**src/rtl/instr_fetch_unit.sv**
```systemverilog
// instr_fetch_unit: program counter, sync-ROM read port and 2-entry fetch buffer feeding decode.
// Latency: a word read in cycle k is valid to decode in cycle k+2; sustains 1 word/cycle.
// Backpressure: id_ready low holds the head word; reads stop once both buffer slots are claimed.
// Ports: clk, rst_n (sync, active-low); imem_addr/imem_rd/imem_data ROM port (data one cycle after rd);
//   if_valid/id_ready handshake carrying class_out, ISout, pc_out; branch_en/branch_target redirect;
//   halted flags that a HALT word stopped fetching.
module instr_fetch_unit #(
  parameter int unsigned       ADDR_W   = 8,
  parameter logic [ADDR_W-1:0] RESET_PC = '0
) (
  input  logic              clk,
  input  logic              rst_n,
  output logic [ADDR_W-1:0] imem_addr,
  output logic              imem_rd,
  input  logic [15:0]       imem_data,
  output logic              if_valid,
  input  logic              id_ready,
  output logic [1:0]        class_out,
  output logic [13:0]       ISout,
  output logic [ADDR_W-1:0] pc_out,
  input  logic              branch_en,
  input  logic [ADDR_W-1:0] branch_target,
  output logic              halted
);

  typedef enum logic {RUN, HALTED} state_e;

  typedef struct packed {
    logic [ADDR_W-1:0] pc;
    logic [15:0]       word;
  } entry_t;

  state_e            state_q, state_d;
  logic [ADDR_W-1:0] pc_q, pc_d;
  logic              live_q;            // low for the first cycle after reset
  logic              infl_q, infl_d;    // ROM data for infl_pc arrives this cycle
  logic [ADDR_W-1:0] infl_pc_q, infl_pc_d;
  entry_t            slot0_q, slot0_d;  // slot0 is always the head
  entry_t            slot1_q, slot1_d;
  logic [1:0]        cnt_q, cnt_d;

  logic       pop, push, room;
  logic [1:0] fill;
  logic [2:0] claimed;
  entry_t     new_e;

  assign if_valid  = (cnt_q != 2'd0);
  assign imem_addr = pc_q;
  assign halted    = (state_q == HALTED);
  assign class_out = if_valid ? slot0_q.word[15:14] : 2'b00;
  assign ISout     = if_valid ? slot0_q.word[13:0]  : 14'h0;
  assign pc_out    = if_valid ? slot0_q.pc          : '0;

  always_comb begin
    state_d   = state_q;
    pc_d      = pc_q;
    infl_d    = 1'b0;
    infl_pc_d = infl_pc_q;
    slot0_d   = slot0_q;
    slot1_d   = slot1_q;
    cnt_d     = cnt_q;

    pop   = if_valid & id_ready;
    push  = infl_q;
    new_e = '{pc: infl_pc_q, word: imem_data};
    fill  = cnt_q - {1'b0, pop};

    // Slots already spoken for once this cycle's pop leaves; a new read is only
    // issued if its word is guaranteed a slot even if decode stalls next cycle.
    claimed = {1'b0, cnt_q} + {2'b00, infl_q} - {2'b00, pop};
    room    = (claimed < 3'd2);

    // A branch wins over everything, so its cycle issues nothing from the old stream.
    imem_rd = live_q && (state_q == RUN) && !branch_en && room;

    if (branch_en) begin
      cnt_d   = 2'd0;
      pc_d    = branch_target;
      state_d = RUN;
      infl_d  = 1'b0;
    end else begin
      if (imem_rd) begin
        pc_d      = pc_q + ADDR_W'(1);
        infl_d    = 1'b1;
        infl_pc_d = pc_q;
      end
      if (pop) begin
        slot0_d = slot1_q;
      end
      if (push) begin
        if (fill == 2'd0) slot0_d = new_e;
        else              slot1_d = new_e;
        // HALT: class 00 with [13:9] all ones. The read issued alongside it is
        // for a word past the HALT, so it is dropped.
        if (new_e.word[15:9] == 7'b0011111) begin
          state_d = HALTED;
          infl_d  = 1'b0;
        end
      end
      cnt_d = cnt_q + {1'b0, push} - {1'b0, pop};
    end
  end

  always_ff @(posedge clk) begin
    if (!rst_n) begin
      state_q   <= RUN;
      pc_q      <= RESET_PC;
      live_q    <= 1'b0;
      infl_q    <= 1'b0;
      infl_pc_q <= RESET_PC;
      slot0_q   <= '0;
      slot1_q   <= '0;
      cnt_q     <= 2'd0;
    end else begin
      state_q   <= state_d;
      pc_q      <= pc_d;
      live_q    <= 1'b1;
      infl_q    <= infl_d;
      infl_pc_q <= infl_pc_d;
      slot0_q   <= slot0_d;
      slot1_q   <= slot1_d;
      cnt_q     <= cnt_d;
    end
  end

  // The issue credit must never let a returning word land on a full buffer.
  a_no_overflow: assert property (@(posedge clk) disable iff (!rst_n)
    !(push && !pop && !branch_en && cnt_q == 2'd2));

endmodule

```
**config.mk**
```make
export PLATFORM = sky130hd
export DESIGN_NAME = instr_fetch_unit
export DESIGN_NICKNAME = d
export VERILOG_FILES = /design/src/rtl/instr_fetch_unit.sv
export SDC_FILE = /design/constraint.sdc
export NUM_CORES = 1
export LEC_CHECK = 0
export BUFFER_PORTS_ARGS = -buffer_cell sky130_fd_sc_hd__buf_2
export CORE_UTILIZATION = 30
export CTS_CLUSTER_DIAMETER = 80
export DETAILED_ROUTE_END_ITERATION = 6
export PLACE_DENSITY = 0.46
export SETUP_SLACK_MARGIN = 0.5
export SLEW_MARGIN = 10
export SYNTH_ARGS = -nofsm -noshare
export SYNTH_HDL_FRONTEND = slang
export SYNTH_SLANG_ARGS = --single-unit
export TNS_END_PERCENT = 1
```
**constraint.sdc**
```tcl
create_clock -name clk -period 3.75 [get_ports clk]
set_clock_uncertainty 0.05 [all_clocks]
set_input_delay 0.75 -clock clk [delete_from_list [all_inputs] [get_ports clk]]
set_output_delay 0.75 -clock clk [all_outputs]
set_load 0.01 [all_outputs]
```
==> results.py <==
metrics = {
    "worst_setup_path": {
        "crit_path_start_kind": "primary input",
        "critical_path.cell_chain": "buf_2, nand2b_1, nand2_1, ha_1, fa_2, nor4b_4, nand2_2, inv_1, buf_2",
        "critPathArrivalTime_ps": 2360,
        "crit_fanout": 3,
        "cp.buffers_inverters": 3,
        "critPathRequiredTime_ps": 2950,
        "slowest_delay_ps": 470,
        "end_kind": "primary output",
        "cpMostUsedCell": "buf_2",
        "cp_slowest_cell": "fa_2",
        "crit_type": "in -> out",
        "rrSetupSlack_ps": 1130,
        "cp_top_family": "simple AND/OR/NAND/NOR gates",
    },
    "die": {
        "initial_core_util_pct": 30.9,
        "pin_count": 63,
        "die_h_um": 105,
        "num_rows": 37,
        "fp.dieArea_um2": 11100,
        "core_area_um2": 10300,
        "die_x_um": 105,
    },
    "yosys": {
        "synth_area_um2": 3190,
        "synthCells": 367,
        "synth-edff-count": 0,
        "synth_top_area_cell": "dfxtp_1",
        "async_reset_ff_share_pct": 0,
        "avgSynthCellArea_um2": 8.69,
        "syn_nets": 399,
        "synth_flop_cell": "dfxtp_1",
        "ys_seq_area_share_pct": 43.3,
        "synth_top_area_share_pct": 43.3,
        "yosysUniqueCellTypes": 44,
        "synth_warnings": 0,
        "synth_seq_cells": 69,
        "synth.top_cells.by_area": "dfxtp_1 43%, mux2i_1 7.8%, o2bb2ai_1 6.9%, nand2_1 6.6%, and3_1 5.1%",
    },
    "power_and_ir_drop": {
        "power.density_nw_per_um2": 403,
        "clkPwrFrac_pct": 43.4,
        "p_sw_w": 0.000375,
        "combinationalPowerShare_pct": 7.2,
        "switching_share_pct": 24.4,
        "vdd_drop_max_mv": 0.205,
        "p_int_w": 0.00116,
        "seq_power_share_pct": 49.3,
        "leakage_nw": 1.73,
    },
    "detailed_routing": {
        "routedWlPerCell_um": 14.1,
        "vias": 2711,
        "drt_pre_antenna_iters": 4,
        "antenna_left": 0,
        "viasPerCell": 4.85,
        "drt-total-wl_um": 7860,
        "drc": 0,
        "first_iter_violations": 110,
    },
    "clocking": {
        "htreeDepth": 3,
        "clkTransAtPathRegs_ps": 80,
        "cts_tree": "built",
        "clockRootBuffer": "clkbuf_8",
        "cts_sinks": 69,
        "clk-insertion-delay-late_ps": 340,
        "clk_path_buf_depth": 2,
        "numCtsBuffers": 9,
    },
    "placement": {
        "dp_hpwl_um": 4730,
        "numPortBuffers": 62,
        "routabilityCongestion": 0.800,
    },
    "sta": {
        "hold_violations": 0,
        "drv_slew": 0,
        "final.period_utilization_pct": 84.1,
        "fmax_mhz": 317,
        "setup_violations": 0,
        "tightest_slew_ps": 978,
        "rsz0062_at_grt": "no",
        "relSlewSlack_pct": 34.8,
        "whs_ps": 402,
        "finalSetupTns_ps": 0,
        "period_needed_ps": 3160,
    },
    "final_layout": {
        "antenna_cells": 0,
        "drive_above_1_share_pct": 21.5,
        "nFillCells": 1085,
        "layout.nets": 450,
        "synthToLayoutAreaGrowth_pct": 19.5,
    },
    "run_status": {
        "outcome": "finished, final reports clean",
    },
    "global_routing": {
        "grt_overflow": 0,
        "grt_usage_pct": 15.1,
        "grt_antenna_before_repair": 0,
        "grt_start_max_net_pins": 61,
        "grt_pass1_vias": 2673,
        "grt_pass1_wl_um": 13100,
    },
    "min_path": {
        "hp-class": "reg -> reg",
    },
    "job": {
        "maxCapViolations": 0,
    },
}
[state kept, by name, indices dropped and copies added, names as in the netlist]
signal,flops
halted,1
slot0_q,24
imem_addr,8
infl_pc_q,8
cnt_q,2
infl_q,1
slot1_q,24
live_q,1
[per-stage QoR]
step | worst slack (ps) | cell area [um2] | util, % | total power (W) | cells
global placement | 518 | 3590 | 34.7 | 0.000886 | 542
global route | 508 | 3810 | 36.9 | 0.00160 | 559
CTS | 563 | 3810 | 36.9 | 0.00155 | 559
detailed placement | 508 | 3590 | 34.7 | 0.000887 | 542
finish | 594 | 3810 | 36.9 | 0.00153 | 559
floorplan | 559 | 3190 | - | 0.000838 | 367
[tightest hold or removal path: cells and delay by family, from the launching register on]
| family | cells | cell delay [ps] |
|---|---|---|
| compound gates | 1 | 50 |
| simple gates | 1 | 50 |
| flops | 1 | 310 |
[layout by cell type, fill, tap and decap left out, drive strengths merged, types with 7 or more instances in the layout]
master	synthesis	final
inv	7	7
dfxtp	69	69
clkbuf	17	10
o2bb2ai	25	25
and2	24	24
nand3	27	27
buf	12	69
a21oi	15	15
o21ai	26	26
and3	26	26
mux2i	25	25
nand2	57	57
[cell families (layout without fill, tap and decap cells)]
family / count (synthesis) / after routing / share of synthesized area, %
compound gates: 79 / 79 / 16.6
mux: 25 / 25 / 7.84
simple gates: 152 / 152 / 24.9
buf+inv: 36 / 92 / 4.94
xor+xnor: 2 / 2 / 0.549
flops: 69 / 69 / 43.3
fa+ha+maj: 4 / 4 / 1.80
[power by group through the flow]
stage | clock network, W | registers [W] | logic, W
after detailed placement | 0 | 0.000774 | 0.000113
after global placement | 0 | 0.000774 | 0.000112
final | 0.000667 | 0.000757 | 0.000111
after CTS | 0.000684 | 0.000757 | 0.000113
after floorplan | 0 | 0.000773 | 0.0000651
after global routing | 0.000716 | 0.000759 | 0.000124
[synthesized netlist by cell type (all sizes together) (2+ instances only)]
cell type,n
nor2,4
clkbuf,17
and2,24
o21ai,26
mux2i,25
buf,12
inv,7
nand4,2
ha,3
nand3,27
dfxtp,69
o41ai,2
a21oi,15
nand2b,2
a22oi,2
o2bb2ai,25
nand2,57
and3,26
nor3,2
or4,2
[worst paths after layout]
path / startpoint / to / cells past startpoint
setup / recovery: id_ready / imem_rd / 9
hold / removal: slot1_q[14] / slot1_q[14] / 2
setup reg to reg: cnt_q[1] / imem_addr[5] / 9
hold reg to reg: slot1_q[14] / slot1_q[14] / 2
[layer usage]
layer / vias up / part of all wire, % / GRT usage, %
li1: 1396 / - / -
met1: 1244 / 51 / 19.5
met2: 59 / 44 / 24.1
met3: 12 / 3.5 / 3.62
met4: 0 / 1.8 / 6.34
met5: - / 0 / 0
[area by class of cell]
class | instances | area, um2 | area share, %
Multi-Input combinational cell | 262 | 1660 | 43.4
Timing Repair Buffer | 69 | 363 | 9.52
Clock inverter | 6 | 87.6 | 2.30
Inverter | 7 | 26.3 | 0.689
Clock buffer | 10 | 128 | 3.35
Tap cell | 136 | 170 | 4.46
Sequential cell | 69 | 1380 | 36.2
[repair_timing]
action	in CTS	in global routing
hold buffers	0	0
pin swaps	0	0
endpoints found under the setup margin	1	1
gates cloned	0	0
gates resized for setup	0	1
setup buffers	1	0
(Power assumes the default switching activity.)
